==> src/rtl/requant_writeback_packer_pkg.sv <==
// rtl/requant_writeback_packer_pkg.sv - shared widths, lane math and FSM encoding for the writeback packer
package requant_writeback_packer_pkg;

  localparam int WB_DATA_WIDTH  = 8;
  localparam int WB_SRAM_WIDTH  = 64;
  localparam int WB_ADDR_WIDTH  = 13;
  localparam int WB_COUNT_WIDTH = 18;
  localparam int WB_BPW         = WB_SRAM_WIDTH / WB_DATA_WIDTH;

  typedef enum logic [1:0] {
    WB_IDLE  = 2'd0,
    WB_PACK  = 2'd1,
    WB_FLUSH = 2'd2,
    WB_DONE  = 2'd3
  } wb_state_e;

  function automatic int wb_lane_bits(input int bpw);
    return (bpw > 1) ? $clog2(bpw) : 1;
  endfunction

endpackage

==> src/rtl/requant_writeback_packer_strobe_gen.sv <==
// rtl/requant_writeback_packer_strobe_gen.sv - byte-lane enables for lanes 0..last_lane_i
module requant_writeback_packer_strobe_gen #(
  parameter int BPW    = 8,
  parameter int LANE_W = 3
) (
  input  logic [LANE_W-1:0] last_lane_i,
  output logic [BPW-1:0]    strb_o
);

  always_comb begin
    strb_o = '0;
    for (int i = 0; i < BPW; i++) begin
      strb_o[i] = (i <= int'(last_lane_i));
    end
  end

endmodule

==> src/rtl/requant_writeback_packer.sv <==
// rtl/requant_writeback_packer.sv - packs serial int8 requant results into strobed SRAM word writes
module requant_writeback_packer
  import requant_writeback_packer_pkg::*;
#(
  parameter int DATA_WIDTH  = WB_DATA_WIDTH,
  parameter int SRAM_WIDTH  = WB_SRAM_WIDTH,
  parameter int ADDR_WIDTH  = WB_ADDR_WIDTH,
  parameter int COUNT_WIDTH = WB_COUNT_WIDTH
) (
  input  logic                             clk,
  input  logic                             rst,
  input  logic                             start_i,
  input  logic [ADDR_WIDTH-1:0]            base_addr_i,
  input  logic [COUNT_WIDTH-1:0]           total_count_i,
  input  logic                             in_valid_i,
  input  logic [DATA_WIDTH-1:0]            in_data_i,
  output logic                             in_ready_o,
  output logic                             sram_we_o,
  output logic [ADDR_WIDTH-1:0]            sram_addr_o,
  output logic [SRAM_WIDTH-1:0]            sram_wdata_o,
  output logic [SRAM_WIDTH/DATA_WIDTH-1:0] sram_wstrb_o,
  input  logic                             sram_ready_i,
  output logic                             busy_o,
  output logic                             done_o,
  output logic [COUNT_WIDTH-1:0]           elem_idx_o
);

  localparam int BPW    = SRAM_WIDTH / DATA_WIDTH;
  localparam int LANE_W = wb_lane_bits(BPW);

  wb_state_e              state_q, state_d;
  logic [ADDR_WIDTH-1:0]  base_q;
  logic [COUNT_WIDTH-1:0] total_q;
  logic [COUNT_WIDTH-1:0] elem_idx_q;
  logic [ADDR_WIDTH-1:0]  word_idx_q;
  logic [LANE_W-1:0]      lane_q;
  logic [SRAM_WIDTH-1:0]  pack_buf_q;
  logic                   out_valid_q;
  logic [ADDR_WIDTH-1:0]  out_addr_q;
  logic [SRAM_WIDTH-1:0]  out_data_q;
  logic [BPW-1:0]         out_strb_q;

  logic                   last_elem;
  logic                   word_done;
  logic                   in_hs;
  logic                   start_ok;
  logic [SRAM_WIDTH-1:0]  word_d;
  logic [BPW-1:0]         strb_d;

  assign last_elem = (elem_idx_q == total_q - COUNT_WIDTH'(1));
  assign word_done = (lane_q == LANE_W'(BPW - 1)) || last_elem;
  assign in_hs     = in_valid_i && in_ready_o;
  assign start_ok  = (state_q == WB_IDLE) && start_i;

  always_comb begin
    word_d = pack_buf_q;
    word_d[int'(lane_q)*DATA_WIDTH +: DATA_WIDTH] = in_data_i;
  end

  requant_writeback_packer_strobe_gen #(
    .BPW    (BPW),
    .LANE_W (LANE_W)
  ) u_strobe_gen (
    .last_lane_i (lane_q),
    .strb_o      (strb_d)
  );

  // A completing element may only enter when the output register can take the word this cycle.
  always_comb begin
    state_d    = state_q;
    in_ready_o = 1'b0;
    unique case (state_q)
      WB_IDLE: begin
        if (start_i) begin
          state_d = (total_count_i == '0) ? WB_DONE : WB_PACK;
        end
      end
      WB_PACK: begin
        in_ready_o = !(word_done && out_valid_q && !sram_ready_i);
        if (in_valid_i && in_ready_o && last_elem) begin
          state_d = WB_FLUSH;
        end
      end
      WB_FLUSH: begin
        if (!out_valid_q) begin
          state_d = WB_DONE;
        end
      end
      WB_DONE: state_d = WB_IDLE;
      default: state_d = WB_IDLE;
    endcase
  end

  always_ff @(posedge clk) begin
    if (rst) begin
      state_q     <= WB_IDLE;
      base_q      <= '0;
      total_q     <= '0;
      elem_idx_q  <= '0;
      word_idx_q  <= '0;
      lane_q      <= '0;
      pack_buf_q  <= '0;
      out_valid_q <= 1'b0;
      out_addr_q  <= '0;
      out_data_q  <= '0;
      out_strb_q  <= '0;
    end else begin
      state_q <= state_d;
      if (start_ok) begin
        base_q     <= base_addr_i;
        total_q    <= total_count_i;
        elem_idx_q <= '0;
        word_idx_q <= '0;
        lane_q     <= '0;
        pack_buf_q <= '0;
      end
      if (in_hs) begin
        elem_idx_q <= elem_idx_q + COUNT_WIDTH'(1);
        if (word_done) begin
          lane_q     <= '0;
          pack_buf_q <= '0;
          word_idx_q <= word_idx_q + ADDR_WIDTH'(1);
        end else begin
          lane_q     <= lane_q + LANE_W'(1);
          pack_buf_q <= word_d;
        end
      end
      // word_idx_q counts words handed to the output register, so it already names the next address.
      if (in_hs && word_done) begin
        out_valid_q <= 1'b1;
        out_addr_q  <= base_q + word_idx_q;
        out_data_q  <= word_d;
        out_strb_q  <= strb_d;
      end else if (out_valid_q && sram_ready_i) begin
        out_valid_q <= 1'b0;
      end
    end
  end

  assign sram_we_o    = out_valid_q;
  assign sram_addr_o  = out_addr_q;
  assign sram_wdata_o = out_data_q;
  assign sram_wstrb_o = out_strb_q;
  assign busy_o       = (state_q != WB_IDLE);
  assign done_o       = (state_q == WB_DONE);
  assign elem_idx_o   = elem_idx_q;

endmodule

==> config.mk <==
export PLATFORM = sky130hd
export DESIGN_NAME = requant_writeback_packer
export DESIGN_NICKNAME = d
export VERILOG_FILES = /design/src/rtl/requant_writeback_packer_pkg.sv /design/src/rtl/requant_writeback_packer_strobe_gen.sv /design/src/rtl/requant_writeback_packer.sv
export SDC_FILE = /design/constraint.sdc
export NUM_CORES = 1
export LEC_CHECK = 0
export BUFFER_PORTS_ARGS = -buffer_cell sky130_fd_sc_hd__clkbuf_2
export CAP_MARGIN = 20
export CORE_MARGIN = 3
export CORE_UTILIZATION = 57
export DETAILED_ROUTE_END_ITERATION = 6
export MAX_ROUTING_LAYER = met4
export PLACE_DENSITY = 0.8
export SLEW_MARGIN = 0
export SYNTH_ARGS = -nofsm -noshare
export SYNTH_HDL_FRONTEND = slang
export SYNTH_SLANG_ARGS = --single-unit
==> constraint.sdc <==
create_clock -name clk -period 5 [get_ports clk]
set_input_delay 0 -clock clk [delete_from_list [all_inputs] [get_ports clk]]
set_output_delay 0 -clock clk [all_outputs]
set_load 0.01 [all_outputs]
==> results.tsv, run 1 <==
stage	metric	value	unit
cells_and_area	final_design_area_no_fill	12200	um^2
cells_and_area	multi_input_area	5300	um^2
cts	insertion_delay	520	ps
place	dp_slack	706	ps
yosys	async_reset_ff_frac	0	
yosys	yosysSeqAreaShare	0.427	
sta	finalCritPeriodShare	0.867	
cells_and_area	stdcell_count	1594	
place	dp.cells	1510	
drt	drtAntennaViolNets	0	
drt	wl_per_cell	18.0	um
yosys	synth_cell_types	61	
yosys	netlist_area	10200	um^2
outcome	outcome	finished clean	
sta	slew_violations	0	
place	dp_hpwl	18.4	mm
die	io_pins	151	
sta	finalSetupViolations	0	
cells_and_area	n_fill_cell	1355	
sta	relSlewSlack	0.385	
die	fp-row-count	48	
yosys	ys_top_cells_by_area	dfxtp_1 43%, a21oi_1 7.8%, nand2_1 5.5%	
sta	fin_setup_tns	0	ps
cts	cts_tree	yes	
power	total_power	4.36	mW
worst_setup_path	end_kind	flip-flop	
die	core	17400	um^2
power	leakagePower	4.50	nW
cts	clkSlewWorstSetupHoldPaths	60	ps
cells_and_area	antenna_cells	0	
cts	cts_root_buf	clkbuf_16	
cts	htreeDepth	1	
drt	wl	28.7	mm
yosys	synth_top_cell_area_share	0.427	
drt	firstDrtPassIters	5	
yosys	ys_ff_latch	217	
yosys	ys.flop_type	dfxtp_1	
cts	cts_resized	0	
cells_and_area	drive_gt1_frac	0.160	
drt	first_iter_violations	797	
yosys	avgSynthCellArea	8.39	um^2
die	die_height	140	um
sta	rsz0062_at_grt	false	
worst_setup_path	reg2reg_depth	9	
worst_setup_path	critical_path_arrival	4690	ps
yosys	ys_top_cells_by_count	217 x dfxtp_1, 158 x a21oi_1, 150 x nand2_1	
sta	worst_slack	667	ps
power	p_per_area	358	nW/um^2
drt	vias_per_cell	6.13	
global_routing	grt_pass1_wl	46.5	mm
job	drv_cap	0	
sta	finalCriticalPeriod	4330	ps
sta	tightest_slew	922	ps
worst_setup_path	r2r-start	total_q[10]	
cells_and_area	register_area	4340	um^2
cells_and_area	areaGrowthSynthToFinish	19.6	%
sta	report.final.hold_viol_count	0	
drt	via_count	9773	
global_routing	grt_use_total	0.288	
place	placed_area	11000	um^2
cts	cts_made_buffers	23	
global_routing	grt_antenna_before_repair	0	
cells_and_area	postLayoutCoreUtil	0.699	
cells_and_area	nets	1424	
worst_setup_path	reg2reg_slack	670	ps
die	dieArea	19500	um^2
sta	hold_slack	6.47	ps
worst_setup_path	cp-startpoint	total_q[10]	
place	gp_congestion	0.901	
min_path	hold_class	input pin to flip-flop	
power	ir_drop	311	uV
global_routing	grt_pass1_vias	9228	
yosys	synth_edf_count	0	
global_routing	grt_overflow	0	
worst_setup_path	startpoint_type	flip-flop	
drt	drc	0	
sta	max_freq	231	MHz
sta	clock_skew	11.4	ps
worst_setup_path	worstSetupPathType	flip-flop to flip-flop	
place	portBuffers	150	
cts	cts.path.max_buffers	3	
yosys	ys_warn_count	0	
die	initial_core_util	0.584	
yosys	syn_nets	1284	
yosys	synth_most_common_cell	dfxtp_1	
global_routing	grt_start_max_net_pins	85	
worst_setup_path	r2r-end	sram_wdata_o[29]	
worst_setup_path	path_max_fanout	63	
cts	cts.sinks	217	
yosys	synthCells	1213	
yosys	synth_largest_area_cell	dfxtp_1	
die	chipWidth	140	um
worst_setup_path	crit_path_end	sram_wdata_o[29]	
worst_setup_path	worst_ep_required_time	5350	ps
registers in the layout (all words and copies together), names as in the netlist:
name / count
sram_addr_o: 13
pack_buf_q: 64
sram_wdata_o: 64
sram_wstrb_o: 8
word_idx_q: 13
elem_idx_o: 18
lane_q: 3
total_q: 18
base_q: 13
sram_we_o: 1
state_q: 2
critical path: stages (launching register included):
cell and delay, ps:
dfxtp_1 390, or4_1 640, or3_1 390, or4_1 480, a211o_1 350, a2111oi_4 530
a21oi_2 360, nor2_4 190, buf_4 620, a311oi_1 200
placed cells by master (no fill, tap or decap), types with 6 or more instances in the layout:
cell / Yosys / routed
a211oi_1: 48 / 48
a21oi_1: 158 / 157
a22o_1: 12 / 12
a22oi_1: 6 / 6
a311oi_1: 21 / 21
a31oi_1: 17 / 17
a32o_1: 8 / 8
and3_1: 15 / 15
buf_4: 0 / 12
clkbuf_16: 0 / 23
clkbuf_2: 0 / 149
dfxtp_1: 217 / 217
dlygate4sd3_1: 0 / 41
ha_1: 26 / 26
inv_1: 57 / 57
mux2i_1: 28 / 28
nand2_1: 150 / 150
nand2b_1: 14 / 14
nand3_1: 34 / 34
nor2_1: 55 / 53
nor3_1: 16 / 15
nor3b_1: 13 / 13
nor4_1: 11 / 11
o211ai_1: 16 / 16
o21a_1: 7 / 7
o21ai_0: 29 / 29
o22ai_1: 42 / 42
o2bb2ai_1: 11 / 11
o31ai_1: 11 / 11
or2_2: 7 / 7
or3_1: 9 / 9
or4_1: 6 / 6
xnor2_1: 24 / 24
repair_timing:
item                                   4_1_cts  5_1_grt
endpoints found under the hold margin       78        0
hold buffers                                41        0
buffers inserted                             0        0
layout make-up:
| cell class | count | share of cell area |
|---|---|---|
| well taps | 225 | 0.0231 |
| inverters | 57 | 0.0176 |
| flip-flops and latches | 217 | 0.357 |
| clock buffers | 31 | 0.0530 |
| clock inverters | 10 | 0.00812 |
| repair buffers | 205 | 0.106 |
| multi-input cells | 849 | 0.436 |
report_power, final:
part | total (mW) | internal (mW) | switching [mW]
Sequential | 1.84 | 1.78 | 0.0608
Clock | 1.67 | 0.966 | 0.704
Combinational | 0.851 | 0.287 | 0.564
Total | 4.36 | 3.03 | 1.33
cell families (layout without fill, tap and decap cells):
kind of cell / count (synthesis) / in the layout / synth area share
buf+inv: 147 / 303 / 0.0570
compound gates: 413 / 413 / 0.264
simple gates: 351 / 351 / 0.164
flops: 217 / 217 / 0.427
fa+ha+maj: 27 / 27 / 0.0339
xor+xnor: 29 / 29 / 0.0250
mux: 29 / 29 / 0.0286
how the worst min path moves through the flow:
| stage | start | end | depth (start not counted) |
|---|---|---|---|
| 3_3_place_gp | base_addr_i[5] | base_q[5] | 3 |
| 3_5_place_dp | base_addr_i[7] | base_q[7] | 3 |
| 5_1_grt | rst | sram_wstrb_o[5] | 2 |
| 4_1_cts | rst | sram_wstrb_o[5] | 2 |
| 6_report | rst | sram_wstrb_o[5] | 2 |
| 2_1_floorplan | in_data_i[1] | pack_buf_q[1] | 1 |
metal layers:
metal | global-route usage | routed length, um
met1 | 0.388 | 12700
met2 | 0.456 | 13300
met3 | 0.0378 | 1920
met4 | 0.0872 | 713
met5 | - | 0
Power figures use the tool's default switching activity.
==> inputs of run 2 (changes only) <==
--- a/config.mk
+++ b/config.mk
@@ -12,6 +12,7 @@
 export DETAILED_ROUTE_END_ITERATION = 6
 export MAX_ROUTING_LAYER = met4
 export PLACE_DENSITY = 0.8
+export RECOVER_POWER = 50
 export SLEW_MARGIN = 0
 export SYNTH_ARGS = -nofsm -noshare
 export SYNTH_HDL_FRONTEND = slang
==> run 2 against run 1 <==
Net effect: the run now ends with capacitance limit, slew limit left; design area shrank 1.2%; global-route usage is the same; clock power is essentially flat; register-to-register slack is essentially flat; non-clock buffer count is the same; setup slack lost 2.4 ps; routed wire length grew 0.31%; sequential share of layout area grew 0.42 points; clock skew grew 3.5 ps; sequential power is essentially flat; die area is the same; sequential cell count is the same.
==> results.tsv, run 2 (synthesis results as in run 1) <==
stage	metric	value	unit	change
outcome	outcome	finished, violations left		was finished clean
outcome	violations	capacitance limit, slew limit		
cts	htreeDepth	1		unchanged
power	pwr-share-clk	0.384		was 0.383
sta	finalSetupViolations	0		unchanged
global_routing	grt_pass1_vias	9228		unchanged
die	io_pins	151		unchanged
worst_setup_path	cp-startpoint	total_q[10]		unchanged
sta	max_freq	231	MHz	about the same
cells_and_area	drive_gt1_frac	0.0811		was 0.160
cts	clkSlewWorstSetupHoldPaths	60	ps	about the same
worst_setup_path	crit_path_end	sram_wdata_o[29]		unchanged
cts	insertion_delay	520	ps	about the same
place	gp_congestion	0.901		unchanged
power	p_per_area	363	nW/um^2	was 358 nW/um^2
global_routing	grt_start_max_net_pins	85		unchanged
global_routing	grt_antenna_before_repair	0		unchanged
power	total_power	4.36	mW	about the same
sta	finalCriticalPeriod	4340	ps	was 4330 ps
worst_setup_path	startpoint_type	flip-flop		unchanged
cells_and_area	mostFrequentLayoutCells	217 x dfxtp_1, 157 x a21oi_1, 150 x nand2_1		unchanged
sta	rsz0062_at_grt	false		unchanged
power	pwr-share-comb	0.194		was 0.195
power	cell_internal_pwr	3.03	mW	about the same
worst_setup_path	path_max_fanout	63		unchanged
sta	clock_skew	14.9	ps	was 11.4 ps
cells_and_area	postLayoutCoreUtil	0.691		was 0.699
global_routing	grt_pass1_wl	46.5	mm	unchanged
worst_setup_path	worstSetupPathType	flip-flop to flip-flop		unchanged
die	initial_core_util	0.584		unchanged
die	die_height	140	um	unchanged
sta	relSlewSlack	-0.179		was 0.385
sta	worst_slack	665	ps	was 667 ps
power	leakagePower	4.13	nW	was 4.50 nW
worst_setup_path	r2r-start	total_q[10]		unchanged
drt	via_count	9847		was 9773
place	dp_slack	706	ps	unchanged
drt	drc	0		unchanged
sta	report.final.hold_viol_count	0		unchanged
job	drv_cap	1		was 0
cells_and_area	n_fill_cell	1421		was 1355
worst_setup_path	worst_ep_required_time	5360	ps	was 5350 ps
die	fp-row-count	48		unchanged
power	ir_drop	310	uV	was 311 uV
cts	cts_made_buffers	23		unchanged
cells_and_area	antenna_cells	0		unchanged
place	dp_hpwl	18.4	mm	unchanged
cts	cts.sinks	217		unchanged
cts	cts_tree	yes		unchanged
worst_setup_path	critical_path_arrival	4690	ps	about the same
sta	slew_violations	38		was 0
global_routing	grt_overflow	0		unchanged
die	chipWidth	140	um	unchanged
power	switchingPower	1.33	mW	about the same
global_routing	grt_use_total	0.288		unchanged
worst_setup_path	r2r-end	sram_wdata_o[29]		unchanged
drt	firstDrtPassIters	5		unchanged
sta	fin_setup_tns	0	ps	unchanged
cts	cts_root_buf	clkbuf_16		unchanged
worst_setup_path	reg2reg_depth	9		unchanged
min_path	hold_class	input pin to flip-flop		unchanged
cells_and_area	nets	1424		unchanged
power	p_seq_frac	0.422		about the same
die	dieArea	19500	um^2	unchanged
drt	vias_per_cell	6.18		was 6.13
sta	tightest_slew	1770	ps	was 922 ps
worst_setup_path	end_kind	flip-flop		unchanged
worst_setup_path	reg2reg_slack	660	ps	was 670 ps
drt	first_iter_violations	686		was 797
cells_and_area	stdcell_count	1594		unchanged
drt	wl	28.7	mm	about the same
die	core	17400	um^2	unchanged
sta	finalCritPeriodShare	0.867		about the same
cts	cts.path.max_buffers	3		unchanged
cts	postCtsSetupBuffers	0		unchanged
drt	drtAntennaViolNets	0		unchanged
cells_and_area	layout_commonest_cell	dfxtp_1		unchanged
place	portBuffers	150		unchanged
place	dp.cells	1510		unchanged
power	sw_frac_of_total	0.306		was 0.304
cells_and_area	areaGrowthSynthToFinish	18.2	%	was 19.6%
drt	wl_per_cell	18.0	um	about the same
run 2: worst min-delay path by stage:
stage | endpoint | startpoint | cells after the start | slack (ps)
floorplan | pack_buf_q[1] | in_data_i[1] | 1 | 130
global placement | base_q[5] | base_addr_i[5] | 3 | 220
detailed placement | base_q[7] | base_addr_i[7] | 3 | 230
CTS | sram_wstrb_o[5] | rst | 2 | 3
global route | sram_wstrb_o[5] | rst | 2 | 30
finish | sram_wstrb_o[5] | rst | 2 | 10
run 2: cell type report:
type | count | area, um^2 | area share
multi-input cells | 849 | 5300 | 0.441
flip-flops and latches | 217 | 4340 | 0.361
repair buffers | 205 | 1150 | 0.0953
clock buffers | 31 | 646 | 0.0537
well taps | 225 | 282 | 0.0234
inverters | 57 | 214 | 0.0178
clock inverters | 10 | 98.8 | 0.00822
run 2: stage by stage:
step,cell area (um^2),hold slack [ps]
after CTS,12200,3.15
after global routing,12000,33.9
after detailed placement,11000,234
final,12000,12.3
after floorplan,10200,126
after global placement,11000,225
run 2: repair_timing:
item / 4_1_cts / 5_1_grt
endpoints found under the hold margin: 78 / 0
hold buffers: 41 / 0
gates resized for setup: 0 / 0
endpoints found under the setup margin: 0 / 0
run 2: critical path, cell delays in order, from the launching register on:
cell and delay [ps]:
dfxtp_1 390, or4_1 640, or3_1 380, or4_1 480, a211o_1 350, a2111oi_4 540, a21oi_2 360, nor2_4 190
buf_4 610, a311oi_1 200
run 2: metal layers:
metal	wire length, um	track usage
met3	1860	0.0378
met4	767	0.0872
met2	13200	0.456
met5	0	-
met1	12900	0.388
run 2: power groups by stage:
stage	Combinational, mW	Sequential [mW]	Clock (mW)
6_report	0.846	1.84	1.67
5_1_grt	0.928	1.85	1.76
4_1_cts	0.836	1.84	1.69
3_5_place_dp	0.804	1.88	0
3_3_place_gp	0.793	1.88	0
2_1_floorplan	0.616	1.86	0
